[src/rtl/demux1_2_stream_pkg.sv]
`default_nettype none
// ============================================================================
//  Module      : demux1_2_stream_pkg
//  Description : Shared constants and types for the 1-to-2 stream demux.
//                Default widths match the mux2_1 family.
//  Revision    : 1.0 - initial release
// ============================================================================
package demux1_2_stream_pkg;

    // Per-beat destination encoding
    localparam logic SEL_OUT0 = 1'b0;
    localparam logic SEL_OUT1 = 1'b1;

    // Default widths, shared with the mux2_1 family
    localparam int DEF_WIDTH = 4;
    localparam int DEF_CNT_W = 8;

    // Holding-slot occupancy; the encoding doubles as the valid flag
    typedef enum logic [0:0] {
        SLOT_EMPTY = 1'b0,
        SLOT_FULL  = 1'b1
    } slot_state_e;

endpackage : demux1_2_stream_pkg
`default_nettype wire

[src/rtl/demux1_2_stream_slot.sv]
`default_nettype none
// ============================================================================
//  Module      : demux1_2_stream_slot
//  Description : One output channel of the demux: a single-entry holding
//                slot with valid/ready drain and a wrapping delivered-beat
//                counter with synchronous clear.
//  Revision    : 1.0 - initial release
// ============================================================================
module demux1_2_stream_slot
    import demux1_2_stream_pkg::*;
#(
    parameter int WIDTH = DEF_WIDTH,
    parameter int CNT_W = DEF_CNT_W
) (
    input  logic             clk,
    input  logic             rst_n,
    input  logic             load,
    input  logic [WIDTH-1:0] load_data,
    input  logic             ready,
    input  logic             clr_cnt,
    output logic [WIDTH-1:0] data,
    output logic             valid,
    output logic [CNT_W-1:0] cnt
);

    localparam logic [CNT_W-1:0] CNT_ONE = {{(CNT_W-1){1'b0}}, 1'b1};

    slot_state_e r_state;
    slot_state_e w_state_next;
    logic        w_drain;

    assign valid   = (r_state == SLOT_FULL);
    assign w_drain = valid & ready;

    // Slot occupancy register; reset discards any held beat
    always_ff @(posedge clk or negedge rst_n) begin
        if (!rst_n) begin
            r_state <= SLOT_EMPTY;
        end else begin
            r_state <= w_state_next;
        end
    end

    // Next occupancy: a load always leaves the slot full, even with a drain
    always_comb begin
        w_state_next = r_state;
        case (r_state)
            SLOT_EMPTY: begin
                if (load) begin
                    w_state_next = SLOT_FULL;
                end
            end
            SLOT_FULL: begin
                if (w_drain && !load) begin
                    w_state_next = SLOT_EMPTY;
                end
            end
            default: w_state_next = SLOT_EMPTY;
        endcase
    end

    // Beat register; only written on load so data stays stable under backpressure
    always_ff @(posedge clk or negedge rst_n) begin
        if (!rst_n) begin
            data <= '0;
        end else if (load) begin
            data <= load_data;
        end
    end

    // Delivered-beat counter, wraps naturally; clear wins over increment
    always_ff @(posedge clk or negedge rst_n) begin
        if (!rst_n) begin
            cnt <= '0;
        end else if (clr_cnt) begin
            cnt <= '0;
        end else if (w_drain) begin
            cnt <= cnt + CNT_ONE;
        end
    end

endmodule : demux1_2_stream_slot
`default_nettype wire

[src/rtl/demux1_2_stream.sv]
`default_nettype none
// ============================================================================
//  Module      : demux1_2_stream
//  Description : Registered 1-to-2 stream demultiplexer with valid/ready
//                handshakes. Each beat is steered by in_sel into one of two
//                single-entry output slots, each with a delivered-beat count.
//  Revision    : 1.0 - initial release
// ============================================================================
module demux1_2_stream
    import demux1_2_stream_pkg::*;
#(
    parameter int WIDTH = DEF_WIDTH,
    parameter int CNT_W = DEF_CNT_W
) (
    input  logic             clk,
    input  logic             rst_n,
    input  logic [WIDTH-1:0] in_data,
    input  logic             in_sel,
    input  logic             in_valid,
    output logic             in_ready,
    output logic [WIDTH-1:0] out0_data,
    output logic             out0_valid,
    input  logic             out0_ready,
    output logic [WIDTH-1:0] out1_data,
    output logic             out1_valid,
    input  logic             out1_ready,
    input  logic             clr_cnt,
    output logic [CNT_W-1:0] cnt0,
    output logic [CNT_W-1:0] cnt1
);

    logic w_accept;
    logic w_load0;
    logic w_load1;

    // Ready depends only on the selected slot; no path from in_valid
    always_comb begin
        in_ready = 1'b0;
        if (in_sel == SEL_OUT0) begin
            in_ready = !out0_valid || out0_ready;
        end else begin
            in_ready = !out1_valid || out1_ready;
        end
    end

    assign w_accept = in_valid & in_ready;
    assign w_load0  = w_accept & (in_sel == SEL_OUT0);
    assign w_load1  = w_accept & (in_sel == SEL_OUT1);

    demux1_2_stream_slot #(
        .WIDTH (WIDTH),
        .CNT_W (CNT_W)
    ) u_slot0 (
        .clk       (clk),
        .rst_n     (rst_n),
        .load      (w_load0),
        .load_data (in_data),
        .ready     (out0_ready),
        .clr_cnt   (clr_cnt),
        .data      (out0_data),
        .valid     (out0_valid),
        .cnt       (cnt0)
    );

    demux1_2_stream_slot #(
        .WIDTH (WIDTH),
        .CNT_W (CNT_W)
    ) u_slot1 (
        .clk       (clk),
        .rst_n     (rst_n),
        .load      (w_load1),
        .load_data (in_data),
        .ready     (out1_ready),
        .clr_cnt   (clr_cnt),
        .data      (out1_data),
        .valid     (out1_valid),
        .cnt       (cnt1)
    );

endmodule : demux1_2_stream
`default_nettype wire

[config.mk]
export PLATFORM = sky130hd
export DESIGN_NAME = demux1_2_stream
export DESIGN_NICKNAME = d
export VERILOG_FILES = /design/src/rtl/demux1_2_stream_pkg.sv /design/src/rtl/demux1_2_stream_slot.sv /design/src/rtl/demux1_2_stream.sv
export SDC_FILE = /design/constraint.sdc
export NUM_CORES = 1
export LEC_CHECK = 0
export CAP_MARGIN = 30
export CORE_AREA = 2 2 63 65
export CTS_CLUSTER_DIAMETER = 60
export DETAILED_ROUTE_END_ITERATION = 10
export DIE_AREA = 0 0 65 67
export DONT_BUFFER_PORTS = 1
export PLACE_DENSITY = 0.44
export RECOVER_POWER = 50
export SLEW_MARGIN = 20
export SYNTH_ARGS = -nofsm -noshare
export SYNTH_HDL_FRONTEND = slang
export SYNTH_SLANG_ARGS = --single-unit
[constraint.sdc]
create_clock -name clk -period 1.7 [get_ports clk]
set_input_delay 0.17 -clock clk [delete_from_list [all_inputs] [get_ports clk]]
set_output_delay 0.17 -clock clk [all_outputs]
set_load 0.05 [all_outputs]
Word level (Yosys, flattened, before mapping)
Index checks and enable logic that the tools add are counted.
- bits of input ports: 11
- output and inout port bits: 27
- register bits: 26
- logic and storage cells: 37
- add/sub/neg operators: 2
- reduce and logical (&&, ||, !) cells: 10
- mux-type cells: 11
- bitwise logic cells: 8
- operators with widths (kind ; number):
    $mux 8 ; 4
    $add 8x1->8 const B ; 2
    $and 1x1->1 ; 5
    $mux 1 ; 5
    $logic_not 1->1 ; 4
    $pmux 1 s2 ; 2
    $reduce_bool 2->1 ; 2
    $not 1->1 ; 3
    $logic_and 1x1->1 ; 2
    $logic_or 1x1->1 ; 2

Longest topological paths before layout
Gate-level depths: netlist of run 1.
- depth in word-level cells: 9
- mapped depth: 4
- gate-level depth less buffers: 4

By module
A second synthesis of run 1 with hierarchy kept.
- cells, all modules: 109
- area total of the unflattened synthesis: 1188.6 um2
- modules (own cells, without submodules) (module ; times used ; area each (um2) ; cells an instance ; sequential area each (um2)):
    demux1_2_stream_slot ; 2 ; 571.8 ; 51 ; 325.3
    demux1_2_stream ; 1 ; 45.0 ; 7 ; 0.0

Worst setup path before layout of run 1
No wires, ideal clock.
- path type: register to register
- start point: register u_slot0.cnt[2]
- end point: register u_slot0.cnt[7]
- buffers on the path: 0
- arrival time: 1.506 ns
- data required time: 1.622 ns
- clock period less this slack: 1.584 ns
- path slack: 0.116 ns
- library setup time: 0.078 ns
- cell stages (with the launch flop): 4
- cell sequence: dfrtp_1 nand3_1 or4_1 a21oi_1
- cells in the longest elaborated chain, start to end: 3
- RTL lines (item ; line ; RTL):
    start, declared ; demux1_2_stream_slot.sv:23 ; output logic [CNT_W-1:0] cnt
    start signal, assigned ; demux1_2_stream_slot.sv:78 ; cnt <= cnt + CNT_ONE;
    $add 8x1->8 ; demux1_2_stream_slot.sv:78 ;
    $mux 8 ; demux1_2_stream_slot.sv:77 ; end else if (w_drain) begin
    $mux 8 ; demux1_2_stream_slot.sv:75 ; end else if (clr_cnt) begin
No other way between the ends. The select of a mux whose other input is x is not followed.
A chain may end at the register's enable or synchronous reset.

Final worst setup path of run 1
- start point: register u_slot0.r_state (netlist: u_slot0.valid)
- end point: output in_ready
- cells in the longest elaborated chain, start to end: 3
- RTL lines (item ; line ; RTL):
    start, declared ; demux1_2_stream_slot.sv:28 ; slot_state_e r_state;
    start signal, assigned ; demux1_2_stream_slot.sv:40 ; r_state <= w_state_next;
    $logic_not 1->1 ; demux1_2_stream.sv:40 ; in_ready = !out0_valid || out0_ready;
    $logic_or 1x1->1 ; demux1_2_stream.sv:40 ;
    $mux 1 ; demux1_2_stream.sv:39 ; if (in_sel == SEL_OUT0) begin
    end, declared ; demux1_2_stream.sv:20 ; output logic in_ready,
No other way between the ends.

==> results of run 1 <==
-- metrics by stage --
stage	utilization	total power, W
5_1_grt	0.395	0.00140
4_1_cts	0.402	0.00135
2_1_floorplan	-	0.000936
6_report	0.395	0.00132
3_3_place_gp	0.377	0.000966
3_5_place_dp	0.377	0.000969
-- metal layers --
| metal | wire, um | vias to the layer above |
|---|---|---|
| met1 | 1020 | 453 |
| met5 | 0 | - |
| met3 | 186 | 2 |
| met4 | 23 | 0 |
| li1 | - | 439 |
| met2 | 1290 | 28 |
-- power groups by stage --
stage                logic, W  clock network (W)  registers, W
global route         0.000174           0.000393      0.000830
finish               0.000158           0.000344      0.000822
global placement     0.000130                  0      0.000836
CTS                  0.000162           0.000364      0.000824
floorplan           0.0000719                  0      0.000864
detailed placement   0.000133                  0      0.000836
-- flip-flops by register name, indices dropped and copies added (netlist names) --
signal	count
u_slot0.valid	1
u_slot1.data	4
u_slot0.cnt	8
u_slot1.valid	1
u_slot0.data	4
u_slot1.cnt	8
-- worst max-delay path: cells and delay by family (launching register included) --
kind | cells | cell delay (ns)
flip-flops | 1 | 0.44
multiplexers | 1 | 0.40
AND/OR/NAND/NOR | 1 | 0.10
-- cells in the final DEF, fill, tap and decap left out --
cell type and count:
sky130_fd_sc_hd__a21oi_1 12, sky130_fd_sc_hd__and2b_1 1, sky130_fd_sc_hd__and3_1 1, sky130_fd_sc_hd__buf_12 1, sky130_fd_sc_hd__buf_4 11, sky130_fd_sc_hd__clkbuf_1 7, sky130_fd_sc_hd__clkbuf_8 3, sky130_fd_sc_hd__dfrtp_1 26
sky130_fd_sc_hd__dlygate4sd3_1 3, sky130_fd_sc_hd__ha_1 2, sky130_fd_sc_hd__inv_1 3, sky130_fd_sc_hd__mux2_1 3, sky130_fd_sc_hd__mux2_2 6, sky130_fd_sc_hd__nand2_1 6, sky130_fd_sc_hd__nand2_2 2, sky130_fd_sc_hd__nand2b_1 2
sky130_fd_sc_hd__nand3_1 7, sky130_fd_sc_hd__nand4_1 4, sky130_fd_sc_hd__nor2_1 4, sky130_fd_sc_hd__nor3b_2 1, sky130_fd_sc_hd__o21ai_0 7, sky130_fd_sc_hd__o31ai_1 4, sky130_fd_sc_hd__or3_1 6, sky130_fd_sc_hd__or4_1 4
sky130_fd_sc_hd__xnor2_1 1, sky130_fd_sc_hd__xor2_1 3
-- cell families (layout without fill, tap and decap cells) --
group                      Yosys count  in the layout
xor gates and xnor gates             4              4
buffers and inverters                5             28
and+or+nand+nor                     38             38
AOI/OAI and AO/OA                   23             23
DFF                                 26             26
adders and majority gates            2              2
muxes                                9              9
-- worst max-delay path by stage --
stage | startpoint | to | slack [ns] | cells past startpoint
after global placement | u_slot0.valid$_DFF_PN0_ | u_slot0.data[1]$_DFFE_PN0P_ | 0.36 | 3
final | u_slot0.valid$_DFF_PN0_ | in_ready | 0.32 | 2
after CTS | u_slot0.valid$_DFF_PN0_ | in_ready | 0.30 | 2
after detailed placement | u_slot0.valid$_DFF_PN0_ | u_slot0.data[2]$_DFFE_PN0P_ | 0.31 | 3
after global routing | u_slot0.valid$_DFF_PN0_ | u_slot0.data[1]$_DFFE_PN0P_ | 0.21 | 3
after floorplan | u_slot0.cnt[2]$_DFFE_PN0P_ | u_slot0.cnt[7]$_DFFE_PN0P_ | 0.12 | 3
-- cell type report --
cell class              count  area (sq um)  share of cell area
multi-input cells          76           503               0.353
well taps                  48          60.1              0.0421
clock buffers               3          41.3              0.0290
repair buffers             22           159               0.112
flip-flops and latches     26           651               0.457
inverters                   3          11.3             0.00790
==> results.tsv, run 1 <==
stage	metric	value	unit
synth	post_synth_fa_ha_maj_area_fraction	0.0213	
critical_path	rrSetupSlack	0.32	ns
place	dp_worst_setup_slack	0.309	ns
cts	cts_buffer_depth	2	
critical_path	cp_data_required_time	1.53	ns
route	route.detailed.wl_per_inst	14.2	um
critical_path	critical_path_class	reg2out	
final_layout	post_route_cells_drive_above_1_share	0.185	
synth	synth_top_cell_by_area	sky130_fd_sc_hd__dfrtp_1	
place	hpwl_dp	1840	um
synth	synth.most_common_cell	sky130_fd_sc_hd__dfrtp_1	
sta	worst_pin_slew	0.671	ns
synth	syn_area	0.00117	sq mm
cts	clock_tree.htree_level_count	1	
worst_hold_path	min_path_type	in2reg	
global_route	first_global_vias	949	
synth	muxShareOfSynthArea	0.0864	
floorplanning	start_util	0.325	
cts	cts_root_buf	sky130_fd_sc_hd__clkbuf_8	
global_route	track_usage	0.130	
final_layout	antennaDiodeCount	0	
status	run_status	finished, final reports clean	
sta	fin_crit	1.38	ns
sta	achievable_clock_frequency	722	MHz
synth	synth-edff-count	0	
pwr	switchingPower	0.000444	W
pwr	power.share.switching	0.336	
sta	final_layout_worst_hold_slack	0.0289	ns
synth	synth.area.top_cells	sky130_fd_sc_hd__dfrtp_1 (55%), sky130_fd_sc_hd__mux2_2 (5.8%), sky130_fd_sc_hd__a21oi_1 (5.1%), sky130_fd_sc_hd__or3_1 (3.2%), sky130_fd_sc_hd__nand3_1 (3.0%)	
critical_path	cp_cell_sequence	nand2b_1, mux2_2	
place	portBuffers	0	
route	via_per_inst	5.18	
global_route	grt.busiest_layer	met2	
cts	tritoncts	done	
route	post-route-drc-count	0	
floorplanning	die_h	67	um
pwr	vdd_ir_drop_max	502	uV
pwr	comb_power_share	0.119	
critical_path	slowest_delay	0.44	ns
worst_hold_path	worstHoldPathCells	1	
place	numPlacedInstances	171	
critical_path	worst_r2r_startpoint	u_slot1.cnt[6]$_DFFE_PN0P_	
global_route	gr-total-overflow	0	
sta	fin_skew	0.00674	ns
cts	cts_sinks	26	
cts	ctsHoldBuffers	4	
synth	synth-compound-area-share	0.107	
cts	postCtsResizedCells	0	
synth	synth_warnings	0	
sta	slew_violations	0	
pwr	cellPowerDensity	929	mW/mm^2
pwr	clockPowerShare	0.260	
synth	synth_ff_type	sky130_fd_sc_hd__dfrtp_1	
critical_path	worstPathArrival	1.21	ns
sta	summed_negative_setup_slack_over_all_endpoints	0	ns
route	detail_route.iter0.violations	67	
sta	relSlewSlack	0.553	
cts	post-cts-setup-buffers	0	
floorplanning	design.core.area	0.00361	sq mm
pwr	internal_power	0.000880	W
critical_path	crit_fanout	6	
run	cap_viol_max_count	0	
final_layout	final_design_area_no_fill	0.00143	sq mm
cts	num_cts_buffers	3	
worst_hold_path	hold_path.startpoint	in_data[3]	
floorplanning	std_cell_rows	22	
synth	netlist-cell-type-count	22	
synth	synth-async-reset-ratio	1.00	
route	drt_wl_total	2520	um
sta	rsz0062_at_grt	no	
global_route	gr-usage-met2	0.222	
worst_hold_path	hold-path-endpoint	u_slot1.data[3]$_DFFE_PN0P_	
place	routabilityCongestion	0.778	
final_layout	layout-area-overhead-vs-synth	21.6	%
route	antenna_violating_nets_post_route	0	
synth	synthesis.area_per_instance	11.0	sq um
synth	synthSimpleGateAreaFrac	0.185	
sta	layout_setup_ws	0.315	ns
cts	clk-insertion-delay-late	0.27	ns
sta	post-route-period-util	0.815	
critical_path	timing.critical_path.to_type	primary output	
global_route	groute.layer.met1.usage	0.150	
synth	yosys.area_share.xor_xnor	0.0299	
sta	final-hold-violation-count	0	
critical_path	timing.reg2reg.worst_path_depth	3	
sta	setup_violations_final	0	
synth	synth_sequential_area_ratio	0.555	
synth	proportion_of_netlist_area_held_by_the_largest_area_contributor	0.555	
global_route	grt_max_degree	27	
final_layout	layout.filler_cells	396	
cts	path_clk_slew	0.09	ns
floorplanning	fp.dieW	65	um
place	dpl_cell_area	0.00136	sq mm
synth	yosys_register_bits	26	
pwr	power.share.sequential	0.621	
route	firstDrtPassIters	4	
global_route	gr-usage-met3	0.0338	
critical_path	critical_path.reg2reg.endpoint	u_slot1.cnt[6]$_DFFE_PN0P_	
synth	postSynthCellCount	107	
synth	synth_nets	120	
synth	synth.top_cells.by_count	sky130_fd_sc_hd__dfrtp_1 (26), sky130_fd_sc_hd__a21oi_1 (12), sky130_fd_sc_hd__nand3_1 (7), sky130_fd_sc_hd__o21ai_0 (7)	
floorplanning	area_enclosed_by_the_die_boundary	0.00436	sq mm
critical_path	cp-start-kind	flip-flop	
floorplanning	number_of_top_level_pins	38	
synth	combinational_family_with_the_most_area_after_synthesis	simple AND/OR/NAND/NOR gates	
route	via_count	922	
critical_path	crit_slowest_cell	sky130_fd_sc_hd__dfrtp_1	
final_layout	final_net_count	145	
global_route	grt_antenna_before_repair	0	
pwr	static-leakage-power	0.592	nW
global_route	global_route_wire_length_before_repair	4320	um
final_layout	instances_no_fill	178	
Note: power is estimated with default switching activity, not from simulation.
==> inputs of run 2 (changes only) <==
==> constraint.sdc (replaced) <==
create_clock -name clk -period 1.35 [get_ports clk]
set_input_delay 0.135 -clock clk [delete_from_list [all_inputs] [get_ports clk]]
set_output_delay 0.135 -clock clk [all_outputs]
set_load 0.05 [all_outputs]
==> run 2 against run 1 <==
Routed wire length increased by 5.5%; combinational power increased to 2.8 times the previous value; largest power group unchanged; sequential cell count unchanged; utilization increased by 5.9 points.
==> results.tsv, run 2 (synthesis gave the netlist of run 1 again) <==
stage	metric	value	unit	change
critical_path	crit_fanout	4		was 6
global_route	first_global_vias	1028		was 949
sta	achievable_clock_frequency	766	MHz	
pwr	clockPowerShare	0.279		was 0.260
floorplanning	area_enclosed_by_the_die_boundary	0.00436	sq mm	unchanged
critical_path	cp-endpoint	in_ready		unchanged
place	numPlacedInstances	179		was 171
critical_path	cp-start-kind	flip-flop		unchanged
final_layout	final_cell_mix	sky130_fd_sc_hd__buf_4 (18), sky130_fd_sc_hd__dfrtp_2 (16), sky130_fd_sc_hd__a21oi_1 (12)		was sky130_fd_sc_hd__dfrtp_1 (26), sky130_fd_sc_hd__a21oi_1 (12), sky130_fd_sc_hd__buf_4 (11)
cts	clock_tree.htree_level_count	1		unchanged
pwr	internal_power	0.00123	W	was 0.000880 W
floorplanning	std_cell_rows	22		unchanged
critical_path	worst_r2r_startpoint	u_slot1.cnt[0]$_DFFE_PN0P_		was u_slot1.cnt[6]$_DFFE_PN0P_
sta	final-hold-violation-count	0		unchanged
final_layout	post_route_cells_drive_above_1_share	0.418		was 0.185
final_layout	layout.filler_cells	368		was 396
floorplanning	number_of_top_level_pins	38		unchanged
route	via_count	958		was 922
floorplanning	die_h	67	um	unchanged
critical_path	timing.critical_path.from	u_slot1.valid$_DFF_PN0_		was u_slot0.valid$_DFF_PN0_
final_layout	instances_no_fill	194		was 178
global_route	global_route_wire_length_before_repair	4500	um	was 4320 um
pwr	power.share.sequential	0.482		was 0.621
place	hpwl_dp	1900	um	was 1840 um
critical_path	timing.reg2reg.worst_path_depth	4		was 3
status	run_status	finished, final reports clean		unchanged
sta	setup_violations_final	0		unchanged
sta	rsz0062_at_grt	yes		was no
cts	cts_buffer_depth	2		unchanged
critical_path	timing.critical_path.to_type	primary output		unchanged
final_layout	final_common_cell	sky130_fd_sc_hd__buf_4		was sky130_fd_sc_hd__dfrtp_1
global_route	grt_max_degree	27		unchanged
sta	post-route-period-util	0.967		
cts	clk-insertion-delay-late	0.27	ns	about the same
route	detail_route.iter0.violations	40		was 67
final_layout	final_net_count	160		was 145
sta	fin_skew	0.00535	ns	was 0.00674 ns
critical_path	worstPathArrival	1.17	ns	was 1.21 ns
global_route	grt_antenna_before_repair	0		unchanged
sta	fin_crit	1.30	ns	
critical_path	cp_data_required_time	1.22	ns	was 1.53 ns
pwr	total_power	0.00183	W	was 0.00132 W
route	drt_wl_total	2660	um	was 2520 um
pwr	power.share.switching	0.328		was 0.336
floorplanning	fp.dieW	65	um	unchanged
cts	post-cts-setup-buffers	0		unchanged
route	route.detailed.wl_per_inst	13.7	um	was 14.2 um
pwr	switchingPower	0.000599	W	was 0.000444 W
global_route	gr-total-overflow	0		unchanged
global_route	track_usage	0.136		was 0.130
place	routabilityCongestion	0.770		was 0.778
pwr	comb_power_share	0.238		was 0.119
cts	num_cts_buffers	3		unchanged
pwr	vdd_ir_drop_max	586	uV	was 502 uV
cts	cts_sinks	26		unchanged
floorplanning	start_util	0.325		unchanged
route	firstDrtPassIters	3		was 4
worst_hold_path	min_path_type	in2reg		unchanged
floorplanning	design.core.area	0.00361	sq mm	unchanged
cts	path_clk_slew	0.09	ns	about the same
sta	slew_violations	0		unchanged
cts	tritoncts	done		unchanged
critical_path	critical_path_class	reg2out		unchanged
sta	worst_pin_slew	0.675	ns	was 0.671 ns
pwr	static-leakage-power	0.675	nW	was 0.592 nW
route	antenna_violating_nets_post_route	0		unchanged
route	post-route-drc-count	0		unchanged
critical_path	critical_path.reg2reg.endpoint	u_slot1.cnt[4]$_DFFE_PN0P_		was u_slot1.cnt[6]$_DFFE_PN0P_
place	portBuffers	0		unchanged
route	via_per_inst	4.94		was 5.18
final_layout	antennaDiodeCount	0		unchanged
pwr	cellPowerDensity	1110	mW/mm^2	was 929 mW/mm^2
final_layout	layout-area-overhead-vs-synth	39.8	%	was 21.6%
critical_path	rrSetupSlack	0.06	ns	was 0.32 ns
final_layout	biggestRegsByFlops	u_slot0.cnt: 8 flops, u_slot1.cnt: 8 flops		unchanged
cts	cts_root_buf	sky130_fd_sc_hd__clkbuf_8		unchanged
run	cap_viol_max_count	0		unchanged
sta	relSlewSlack	0.550		was 0.553
-- run 2: changes by cell type in the layout (fill, tap and decap cells not counted), moves of 7 or more --
cell                            before  now
sky130_fd_sc_hd__clkbuf_1            7    0
sky130_fd_sc_hd__dlygate4sd3_1       3   10
sky130_fd_sc_hd__dfrtp_1            26   10
sky130_fd_sc_hd__dfrtp_2             0   16
sky130_fd_sc_hd__clkbuf_2            0    9
sky130_fd_sc_hd__buf_4              11   18
-- run 2: layout make-up --
cell class	count	area [sq um]	area share
sequential	26	671	0.409
clock buffer	4	55.1	0.0336
inverter	3	11.3	0.00687
timing repair buffer	37	280	0.171
tap	48	60.1	0.0366
multi-input combinational	76	562	0.343
-- run 2: per-layer routing --
layer  routed length [um]  track usage  up-vias
met4                   32       0.0559        0
li1                     -            -      466
met5                    0            0        -
met3                  161       0.0338        4
met1                 1200        0.167      458
met2                 1260        0.227       30
-- run 2: power groups by stage --
stage | sequential [W] | clock, W | combinational, W
floorplan | 0.00110 | 0 | 0.0000958
global placement | 0.000895 | 0 | 0.000406
detailed placement | 0.000894 | 0 | 0.000411
CTS | 0.000881 | 0.000527 | 0.000459
global route | 0.000889 | 0.000570 | 0.000461
finish | 0.000881 | 0.000510 | 0.000435
-- run 2: worst max-delay path: stages (launching register included) --
cell and delay (ns):
sky130_fd_sc_hd__dfrtp_2 0.41, sky130_fd_sc_hd__nand2b_1 0.09, sky130_fd_sc_hd__mux2_2 0.40
-- run 2: repair_timing --
action / 4_1_cts / 5_1_grt
resized for setup: 0 / 1
hold endpoints to repair: 47 / 3
setup endpoints to repair: 0 / 5
hold buffers: 8 / 3
-- run 2: how the worst min path moves through the flow --
| stage | endpoint | startpoint | cells after the start |
|---|---|---|---|
| 2_1_floorplan | u_slot0.cnt[0]$_DFFE_PN0P_ | rst_n | 0 |
| 3_3_place_gp | u_slot1.cnt[6]$_DFFE_PN0P_ | rst_n | 0 |
| 3_5_place_dp | u_slot1.cnt[6]$_DFFE_PN0P_ | rst_n | 0 |
| 4_1_cts | u_slot0.data[3]$_DFFE_PN0P_ | in_data[3] | 1 |
| 5_1_grt | u_slot0.data[0]$_DFFE_PN0P_ | in_data[0] | 1 |
| 6_report | u_slot0.cnt[1]$_DFFE_PN0P_ | out0_ready | 2 |
-- run 2: through the flow --
stage | hold slack, ns | setup TNS, ns | util | worst slack, ns | instance area, sq um
finish | 0.00460 | 0 | 0.455 | 0.0452 | 1640
global route | 0.00151 | -0.00223 | 0.455 | -0.00223 | 1640
global placement | -0.160 | 0 | 0.414 | 0.0534 | 1490
CTS | 0.00126 | 0 | 0.454 | 0.0108 | 1640
floorplan | -0.161 | -0.225 | - | -0.0385 | 1240
detailed placement | -0.160 | 0 | 0.414 | 0.0216 | 1490
==> inputs of run 3 (changes only) <==
==> constraint.sdc (replaced) <==
create_clock -name clk -period 1.35 [get_ports clk]
set_input_delay 0.0675 -clock clk [delete_from_list [all_inputs] [get_ports clk]]
set_output_delay 0.0675 -clock clk [all_outputs]
set_load 0.05 [all_outputs]
==> run 3 against run 2 <==
Power down 0.17%; die area unchanged; first-iteration DRC count decreased by 2.5%; design area shrank 0.23%; clock power hardly changed; critical endpoint is now u_slot1.cnt[4]$_DFFE_PN0P_; largest cell class unchanged; highest routed layer unchanged.
==> results.tsv, run 3 (synthesis gave the netlist of run 1 again) <==
stage	metric	value	unit	change
critical_path	crit_slowest_cell	sky130_fd_sc_hd__dfrtp_2		unchanged
cts	cts_root_buf	sky130_fd_sc_hd__clkbuf_8		unchanged
sta	final-hold-violation-count	0		unchanged
critical_path	timing.reg2reg.worst_path_depth	4		unchanged
cts	path_clk_slew	0.10	ns	was 0.09 ns
final_layout	final_cell_mix	sky130_fd_sc_hd__buf_4 (17), sky130_fd_sc_hd__dfrtp_2 (16), sky130_fd_sc_hd__a21oi_1 (12)		was sky130_fd_sc_hd__buf_4 (18), sky130_fd_sc_hd__dfrtp_2 (16), sky130_fd_sc_hd__a21oi_1 (12)
critical_path	critical_path.reg2reg.endpoint	u_slot1.cnt[4]$_DFFE_PN0P_		unchanged
sta	setup_violations_final	0		unchanged
sta	achievable_clock_frequency	773	MHz	was 766 MHz
critical_path	rrSetupSlack	0.06	ns	about the same
sta	final_layout_worst_hold_slack	0.00392	ns	was 0.00460 ns
critical_path	cp_data_required_time	1.53	ns	was 1.22 ns
floorplanning	design.core.area	0.00361	sq mm	unchanged
floorplanning	number_of_top_level_pins	38		unchanged
global_route	grt_max_degree	27		unchanged
pwr	vdd_ir_drop_max	590	uV	was 586 uV
route	drt_wl_total	2690	um	was 2660 um
pwr	clockPowerShare	0.279		about the same
critical_path	cp-start-kind	flip-flop		unchanged
global_route	gr-total-overflow	0		unchanged
cts	cts_buffer_depth	2		unchanged
pwr	power.share.switching	0.329		was 0.328
route	via_count	960		was 958
global_route	global_route_wire_length_before_repair	4550	um	was 4500 um
final_layout	final_common_cell	sky130_fd_sc_hd__buf_4		unchanged
cts	tritoncts	done		unchanged
sta	rsz0062_at_grt	yes		unchanged
route	detail_route.iter0.violations	39		was 40
cts	post-cts-setup-buffers	0		unchanged
critical_path	crit_fanout	4		unchanged
sta	worst_pin_slew	0.678	ns	was 0.675 ns
sta	fin_crit	1.29	ns	was 1.30 ns
pwr	cellPowerDensity	1110	mW/mm^2	about the same
critical_path	cp_cell_sequence	ha_4, nand4_1, or3_1, a21oi_1		was nand2b_1, mux2_2
pwr	power.share.sequential	0.483		was 0.482
pwr	switchingPower	0.000601	W	was 0.000599 W
worst_hold_path	min_path_type	in2reg		unchanged
sta	post-route-period-util	0.959		was 0.967
cts	clk-insertion-delay-late	0.27	ns	about the same
global_route	track_usage	0.138		was 0.136
critical_path	critical_path_buf_inv_count	0		unchanged
route	route.detailed.wl_per_inst	13.9	um	was 13.7 um
pwr	static-leakage-power	0.671	nW	was 0.675 nW
final_layout	area.sequential	671	sq um	unchanged
route	via_per_inst	4.95		was 4.94
critical_path	worstPathArrival	1.48	ns	was 1.17 ns
critical_path	critPathTopFamily	simple AND/OR/NAND/NOR gates		was flip-flops
place	routabilityCongestion	0.770		unchanged
cts	clock_tree.htree_level_count	1		unchanged
sta	fin_skew	0.00768	ns	was 0.00535 ns
final_layout	multi_input_comb_area	562	sq um	unchanged
worst_hold_path	worstHoldPathCells	2		unchanged
worst_hold_path	hold_path.startpoint	in_valid		was out0_ready
critical_path	worst_path_depth	4		was 2
critical_path	worst_r2r_startpoint	u_slot1.cnt[0]$_DFFE_PN0P_		unchanged
floorplanning	die_h	67	um	unchanged
critical_path	critical_path_class	reg2reg		was reg2out
floorplanning	start_util	0.325		unchanged
route	post-route-drc-count	0		unchanged
cts	cts_sinks	26		unchanged
place	portBuffers	0		unchanged
pwr	internal_power	0.00122	W	was 0.00123 W
final_layout	layout-area-overhead-vs-synth	39.5	%	was 39.8%
critical_path	timing.critical_path.to_type	flip-flop		was primary output
critical_path	slowest_delay	0.42	ns	was 0.41 ns
global_route	grt_antenna_before_repair	0		unchanged
status	run_status	finished, final reports clean		unchanged
final_layout	antennaDiodeCount	0		unchanged
worst_hold_path	hold-path-endpoint	u_slot0.valid$_DFF_PN0_		was u_slot0.cnt[1]$_DFFE_PN0P_
place	hpwl_dp	1900	um	unchanged
floorplanning	area_enclosed_by_the_die_boundary	0.00436	sq mm	unchanged
final_layout	final_core_util	0.454		was 0.455
pwr	comb_power_share	0.237		was 0.238
final_layout	layout.filler_cells	370		was 368
sta	slew_violations	0		unchanged
floorplanning	fp.dieW	65	um	unchanged
global_route	first_global_vias	1029		was 1028
route	firstDrtPassIters	3		unchanged
cts	num_cts_buffers	3		unchanged
final_layout	post_route_cells_drive_above_1_share	0.411		was 0.418
final_layout	biggestRegsByFlops	u_slot0.cnt: 8 flops, u_slot1.cnt: 8 flops		unchanged
floorplanning	std_cell_rows	22		unchanged
run	cap_viol_max_count	0		unchanged
sta	relSlewSlack	0.548		was 0.550
final_layout	final_net_count	160		unchanged
route	antenna_violating_nets_post_route	0		unchanged
[run 3: cell types whose count changed in the layout (fill, tap and decap cells not counted)]
cell                    change
sky130_fd_sc_hd__buf_4      -1
sky130_fd_sc_hd__buf_1      +1
[run 3: how the worst max path moves through the flow]
stage,startpoint,end,slack (ns)
after global routing,u_slot0.valid$_DFF_PN0_,u_slot0.data[2]$_DFFE_PN0P_,-0.0005
after CTS,u_slot0.valid$_DFF_PN0_,u_slot0.data[2]$_DFFE_PN0P_,0.01
after global placement,u_slot0.valid$_DFF_PN0_,u_slot0.data[1]$_DFFE_PN0P_,0.05
after detailed placement,u_slot0.valid$_DFF_PN0_,u_slot0.data[2]$_DFFE_PN0P_,0.02
after floorplan,u_slot0.valid$_DFF_PN0_,u_slot0.data[0]$_DFFE_PN0P_,-0.04
final,u_slot1.cnt[0]$_DFFE_PN0P_,u_slot1.cnt[4]$_DFFE_PN0P_,0.06
[run 3: what timing repair did]
item | in CTS | in global routing
hold buffers | 11 | 0
endpoints found under the setup margin | 0 | 4
gates resized for setup | 0 | 1
endpoints found under the hold margin | 52 | 0
[run 3: final cells by class]
| class | count | share of cell area |
|---|---|---|
| clock buffer | 4 | 0.0337 |
| inverter | 3 | 0.00689 |
| multi-input combinational | 76 | 0.344 |
| sequential | 26 | 0.410 |
| tap | 48 | 0.0367 |
| timing repair buffer | 37 | 0.169 |
[run 3: power groups by stage]
stage                      logic, W  registers, W  clock network [W]
after CTS                  0.000468      0.000881           0.000527
after global routing       0.000459      0.000889           0.000570
final                      0.000433      0.000881           0.000509
after detailed placement   0.000411      0.000894                  0
after floorplan           0.0000958       0.00110                  0
after global placement     0.000406      0.000895                  0
[run 3: per-layer routing]
metal  vias to the layer above  GRT usage  share of wire
li1                        466          -              -
met1                       461      0.168           0.46
met5                         -          0              0
met4                         0     0.0559          0.012
met3                         4     0.0304          0.051
met2                        29      0.236           0.48
[run 3: through the flow]
step           power (W)  cell area (sq um)    TNS, ns  instances  setup slack [ns]
2_1_floorplan    0.00119               1240     -0.225        107           -0.0385
3_3_place_gp     0.00130               1490          0        179            0.0534
3_5_place_dp     0.00131               1490          0        179            0.0216
4_1_cts          0.00188               1670          0        194            0.0108
5_1_grt          0.00192               1640  -0.000520        194         -0.000520
6_report         0.00182               1640          0        194            0.0559
